[src/rtl/cpu_defs.sv]
// rtl/cpu_defs.sv - opcode, funct and ALUOp encodings shared by decode logic
package cpu_defs;

    localparam logic [5:0] OP_RTYPE = 6'h00;
    localparam logic [5:0] OP_J     = 6'h02;
    localparam logic [5:0] OP_JAL   = 6'h03;
    localparam logic [5:0] OP_BEQ   = 6'h04;
    localparam logic [5:0] OP_ADDI  = 6'h08;
    localparam logic [5:0] OP_ORI   = 6'h0D;
    localparam logic [5:0] OP_LW    = 6'h23;
    localparam logic [5:0] OP_SW    = 6'h2B;

    localparam logic [5:0] FN_JR    = 6'h08;
    localparam logic [5:0] FN_ADD   = 6'h20;
    localparam logic [5:0] FN_SUB   = 6'h22;
    localparam logic [5:0] FN_AND   = 6'h24;
    localparam logic [5:0] FN_OR    = 6'h25;
    localparam logic [5:0] FN_SLT   = 6'h2A;

    localparam logic [1:0] ALUOP_ADD   = 2'b00;
    localparam logic [1:0] ALUOP_SUB   = 2'b01;
    localparam logic [1:0] ALUOP_FUNCT = 2'b10;
    localparam logic [1:0] ALUOP_OR    = 2'b11;

    // ori is the only logical-immediate op, so it alone zero-extends.
    function automatic logic [31:0] imm_extend(input logic [15:0] imm, input logic zero_ext);
        return zero_ext ? {16'h0000, imm} : {{16{imm[15]}}, imm};
    endfunction

endpackage

[src/rtl/main_control.sv]
// rtl/main_control.sv - combinational opcode/funct decoder producing datapath controls
module main_control
    import cpu_defs::*;
(
    input  logic [5:0] opcode,
    input  logic [5:0] funct,
    output logic       RegDst,
    output logic       ALUSrc,
    output logic       MemtoReg,
    output logic       RegWrite,
    output logic       MemWrite,
    output logic       Branch,
    output logic       Jump,
    output logic       JumpReg,
    output logic [1:0] ALUOp,
    output logic       Illegal
);

    always_comb begin
        RegDst   = 1'b0;
        ALUSrc   = 1'b0;
        MemtoReg = 1'b0;
        RegWrite = 1'b0;
        MemWrite = 1'b0;
        Branch   = 1'b0;
        Jump     = 1'b0;
        JumpReg  = 1'b0;
        ALUOp    = ALUOP_ADD;
        Illegal  = 1'b0;
        case (opcode)
            OP_RTYPE: begin
                case (funct)
                    FN_ADD, FN_SUB, FN_AND, FN_OR, FN_SLT: begin
                        RegDst   = 1'b1;
                        RegWrite = 1'b1;
                        ALUOp    = ALUOP_FUNCT;
                    end
                    // jr keeps the R-type datapath setting but must not write back.
                    FN_JR: begin
                        RegDst  = 1'b1;
                        JumpReg = 1'b1;
                        ALUOp   = ALUOP_FUNCT;
                    end
                    default: Illegal = 1'b1;
                endcase
            end
            OP_LW: begin
                ALUSrc   = 1'b1;
                MemtoReg = 1'b1;
                RegWrite = 1'b1;
            end
            OP_SW: begin
                ALUSrc   = 1'b1;
                MemWrite = 1'b1;
            end
            OP_BEQ: begin
                Branch = 1'b1;
                ALUOp  = ALUOP_SUB;
            end
            OP_ADDI: begin
                ALUSrc   = 1'b1;
                RegWrite = 1'b1;
            end
            OP_ORI: begin
                ALUSrc   = 1'b1;
                RegWrite = 1'b1;
                ALUOp    = ALUOP_OR;
            end
            OP_J:    Jump = 1'b1;
            OP_JAL: begin
                Jump     = 1'b1;
                RegWrite = 1'b1;
            end
            default: Illegal = 1'b1;
        endcase
    end

endmodule

[src/rtl/decode_regfile.sv]
// rtl/decode_regfile.sv - decode stage: instruction decoder plus 32x32 register file
module decode_regfile
    import cpu_defs::*;
(
    input  logic        Clock,
    input  logic        Reset,
    input  logic [31:0] Inst,
    input  logic [31:0] PC_plus4,
    input  logic [31:0] WriteData,
    output logic [31:0] ReadData1,
    output logic [31:0] ReadData2,
    output logic [31:0] ImmExt,
    output logic        RegDst,
    output logic        ALUSrc,
    output logic        MemtoReg,
    output logic        RegWrite,
    output logic        MemWrite,
    output logic        Branch,
    output logic        Jump,
    output logic        JumpReg,
    output logic [1:0]  ALUOp,
    output logic        Illegal,
    output logic [31:0] reg31
);

    logic [31:0] regs_q [0:31];
    logic [5:0]  opcode;
    logic [4:0]  rs, rt, rd;
    logic [4:0]  wr_addr_d;
    logic [31:0] wr_data_d;
    logic        is_jal;
    logic        unused_shamt;

    assign opcode       = Inst[31:26];
    assign rs           = Inst[25:21];
    assign rt           = Inst[20:16];
    assign rd           = Inst[15:11];
    assign unused_shamt = ^Inst[10:6];
    assign is_jal       = (opcode == OP_JAL);

    main_control u_main_control (
        .opcode   (opcode),
        .funct    (Inst[5:0]),
        .RegDst   (RegDst),
        .ALUSrc   (ALUSrc),
        .MemtoReg (MemtoReg),
        .RegWrite (RegWrite),
        .MemWrite (MemWrite),
        .Branch   (Branch),
        .Jump     (Jump),
        .JumpReg  (JumpReg),
        .ALUOp    (ALUOp),
        .Illegal  (Illegal)
    );

    assign ImmExt = imm_extend(Inst[15:0], opcode == OP_ORI);

    assign wr_addr_d = is_jal ? 5'd31 : (RegDst ? rd : rt);
    assign wr_data_d = is_jal ? PC_plus4 : WriteData;

    // r0 is forced on the read side, so the array slot is never relied on.
    assign ReadData1 = (rs == 5'd0) ? 32'h0 : regs_q[rs];
    assign ReadData2 = (rt == 5'd0) ? 32'h0 : regs_q[rt];
    assign reg31     = regs_q[31];

    always_ff @(posedge Clock) begin
        if (Reset) begin
            for (int i = 0; i < 32; i++) begin
                regs_q[i] <= 32'h0;
            end
        end else if (RegWrite && (wr_addr_d != 5'd0)) begin
            regs_q[wr_addr_d] <= wr_data_d;
        end
    end

endmodule

[config.mk]
export PLATFORM = sky130hd
export DESIGN_NAME = decode_regfile
export DESIGN_NICKNAME = d
export VERILOG_FILES = /design/src/rtl/cpu_defs.sv /design/src/rtl/main_control.sv /design/src/rtl/decode_regfile.sv
export SDC_FILE = /design/constraint.sdc
export NUM_CORES = 2
export LEC_CHECK = 0
export CORE_AREA = 2 2 357 359
export CTS_CLUSTER_SIZE = 28
export DETAILED_ROUTE_END_ITERATION = 10
export DIE_AREA = 0 0 359 361
export GPL_TIMING_DRIVEN = 1
export MAX_ROUTING_LAYER = met4
export PLACE_DENSITY_LB_ADDON = 0.12
export SLEW_MARGIN = 20
export SYNTH_ARGS = -nofsm -noshare
export SYNTH_HDL_FRONTEND = slang
export SYNTH_SLANG_ARGS = --single-unit
[constraint.sdc]
create_clock -name Clock -period 13.41 [get_ports Clock]
set_input_delay 2.0115 -clock Clock [delete_from_list [all_inputs] [get_ports Clock]]
set_output_delay 2.0115 -clock Clock [all_outputs]
set_load 0.02 [all_outputs]
==> summary.md <==
| Metric | Value |
|---|---|
| Hold_buf cts | `0` |
| Leak | `18.7 nW` |
| Critical path data required time | `roughly 11000 ps` |
| Hold worst-path end | `regs_q[0][27]$_SDFFCE_PN0P_` |
| Routed Antenna Nets | `0` |
| Largest register FFs | `between 1000 and 1500` |
| CP Capture Type | `primary output` |
| Critical-path maximum fanout | `between 70 and 80` |
| GRT Residual Overflow | `0` |
| Share of cells above drive strength 1 | `0.290` |
| Status | `complete, no violations` |
| Detailed Routing Iterations Pass 1 | `6` |
| Critical hold path startpoint | `Reset` |
| Largest net degree at the start of global routing | `around 160` |
| FF+latch count, synth | `just over 1000` |
| Setup TNS | `0 ps` |
| Synth Area per Inst | `~15 um2` |
| Synth top area cells | `edfxtp_1, mux4_2, nor4_1, nor3_1, clkbuf_1` |
| Fin. max-slew vios | `0` |
| Largest Register | `regs_q` |
| Top_reg_cell synth | `edfxtp_1` |
| Period utilisation layout | `0.604` |
| Commonest non-fill, non-tap cell in the layout | `edfxtp_1` |
| Synth warnings | `0` |
| PD cells | `roughly 120 nW/um2` |
| Die Ht | `approximately 360 um` |
| # setup viols final | `0` |
| Sequential share of the synthesized area | `0.547` |
| Most frequent cells in the layout | `edfxtp_1, mux4_2, nor4_1` |
| Placed insts | `approximately 5200` |
| Die area | `~130000 um2` |
| Hpwl dp | `roughly 120000 um` |
| Slew of the pin with the lowest slew margin | `about 1200 ps` |
| Clk sinks | `1024` |
| WL per Instance | `around 40 um` |
| # H-tree levels | `3` |
| Routed wire length | `approximately 210000 um` |
| Row cnt | `130` |
| Io pins | `237` |
| Root Buffer Master | `clkbuf_16` |
| Fmax achieved | `0.123 GHz` |
| CTS max path bufs | `3` |
| Worst-path clk slew | `approximately 60 ps` |
| Max cap viols | `0` |
| DRT iter0 DRCs | `between 5000 and 6000` |
| Crit-path most repeated cell | `mux4_2` |
| Worst hold path type | `in2reg` |
| Vias per cell | `7.36` |
| Final Hold Fails | `0` |
| Max_slew headroom | `0.214` |
| FFs w/ async S/R, synth | `0` |
| GP Congestion | `0.857` |
| Storage element area | `30700 um2` |
| Arr. time, crit path | `between 6000 and 7000 ps` |
| P&R area growth vs syn | `13.2%` |
| # fillers | `just over 10000` |
| Synthesized area | `around 56000 um2` |
| DRC violations left | `0` |
| Slowest stage delay, CP | `just over 700 ps` |
| Synth Instances | `around 3700` |
| Final non-filler cell total | `between 5000 and 6000` |
| Total CTS buffers | `~110` |
| Initial Utilization | `0.448` |
| Hold Path Stages | `2` |
| Final #Nets | `approximately 3800` |
| CP Launch Type | `input port` |
| RSZ-0062 raised after global routing | `no` |
| Die Wd | `about 360 um` |
| Tmin final | `8100 ps` |
| Synth area leader | `edfxtp_1` |
| TritonCTS clock tree | `done` |
| CP cell instances | `buf_8 -> buf_12 -> buf_4 -> mux4_2 -> mux4_2 -> nand2_1 -> o21ai_0 -> clkdlybuf4s50_1` |
| Crit Path Class | `in2out` |
| Number of port buffers | `~230` |
| Largest regs | `regs_q x1024` |
| Netlist cell types | `just under 60` |
| Post-CTS setup buffers | `0` |
| Yosys top cell area share | `0.547` |
| Core Footprint | `125000 um2` |
| Antenna violations before repair | `9` |
| EDFF count, synth | `approximately 1000` |
| Crit-path slowest cell | `buf_4` |
| First-pass GRT wire length | `slightly above 300000 um` |
| Total GRT Usage | `0.337` |
| Via Count | `about 40000` |
| Maximum vdd ir drop | `about 0.11 mV` |
| Area of the multi-input gates | `23800 um2` |
| Vias in the first global route | `40400` |
| CTS-repair resized insts | `0` |
==> critical path: cells and delay by family <==
family | cells | cell delay, ps
buf+inv | 4 | 2510
simple gates | 1 | 100
compound gates | 1 | 230
mux | 2 | 1070
==> worst max path at each step <==
stage              from                          end  slack, ps  cells after the start
2_1_floorplan  Inst[29]  regs_q[10][0]$_SDFFCE_PN0P_       6000                      7
3_3_place_gp   Inst[21]                ReadData1[23]       5220                      8
3_5_place_dp   Inst[21]                ReadData1[23]       5200                      8
4_1_cts        Inst[21]                ReadData1[23]       5200                      8
5_1_grt        Inst[21]                ReadData1[28]       5010                      8
6_report       Inst[21]                ReadData1[22]       5310                      8
==> logic make-up (layout without fill, tap and decap cells) <==
family                    after synthesis  in the layout  share of synthesized area
other                                   1             38                  0.0000667
and+or+nand+nor                      1154           1154                      0.112
AOI/OAI and AO/OA                     193            193                     0.0220
xor gates and xnor gates                1              1                   0.000156
DFF                                  1024           1024                      0.547
muxes                                 718            718                      0.271
buffers and inverters                 616            646                     0.0477
==> per-layer routing <==
metal,vias up,global-route usage,share of wire
li1,15500,-,-
met1,20800,0.441,0.37
met2,3135,0.514,0.47
met3,521,0.0790,0.13
met4,0,0.134,0.042
met5,-,-,0
==> per-stage QoR <==
step	area, um2	hold WS [ps]	setup WS [ps]	util	total power, mW
2_1_floorplan	56300	2410	6000	-	4.53
3_3_place_gp	60300	2800	5220	0.481	5.02
3_5_place_dp	60300	2810	5200	0.481	5.05
4_1_cts	63600	2030	5200	0.507	7.89
5_1_grt	63600	2050	5010	0.507	8.08
6_report	63600	2060	5310	0.507	7.90
==> cells in the mapped netlist, drive strengths merged (34+ instances only) <==
cell type,number
buf,219
inv,72
clkbuf,325
mux2i,43
o21ai,93
nor4,526
mux4,640
nor2,149
o211ai,34
mux2,35
nor3,361
nand2,83
edfxtp,1024
==> final cells by class <==
class | count | area share
multi-input combinational | 2098 | 0.374
clock inverter | 69 | 0.00729
tap | 1650 | 0.0324
sequential | 1024 | 0.483
inverter | 72 | 0.00429
clock buffer | 131 | 0.0442
timing repair buffer | 374 | 0.0541
antenna | 6 | 0.000236
==> where the power goes <==
group	switching, mW	total, mW	internal, mW
combinational	0.737	1.23	0.495
sequential	0.0876	3.77	3.69
clock	1.32	2.89	1.58
No activity file was read; power rests on OpenSTA's default activity.
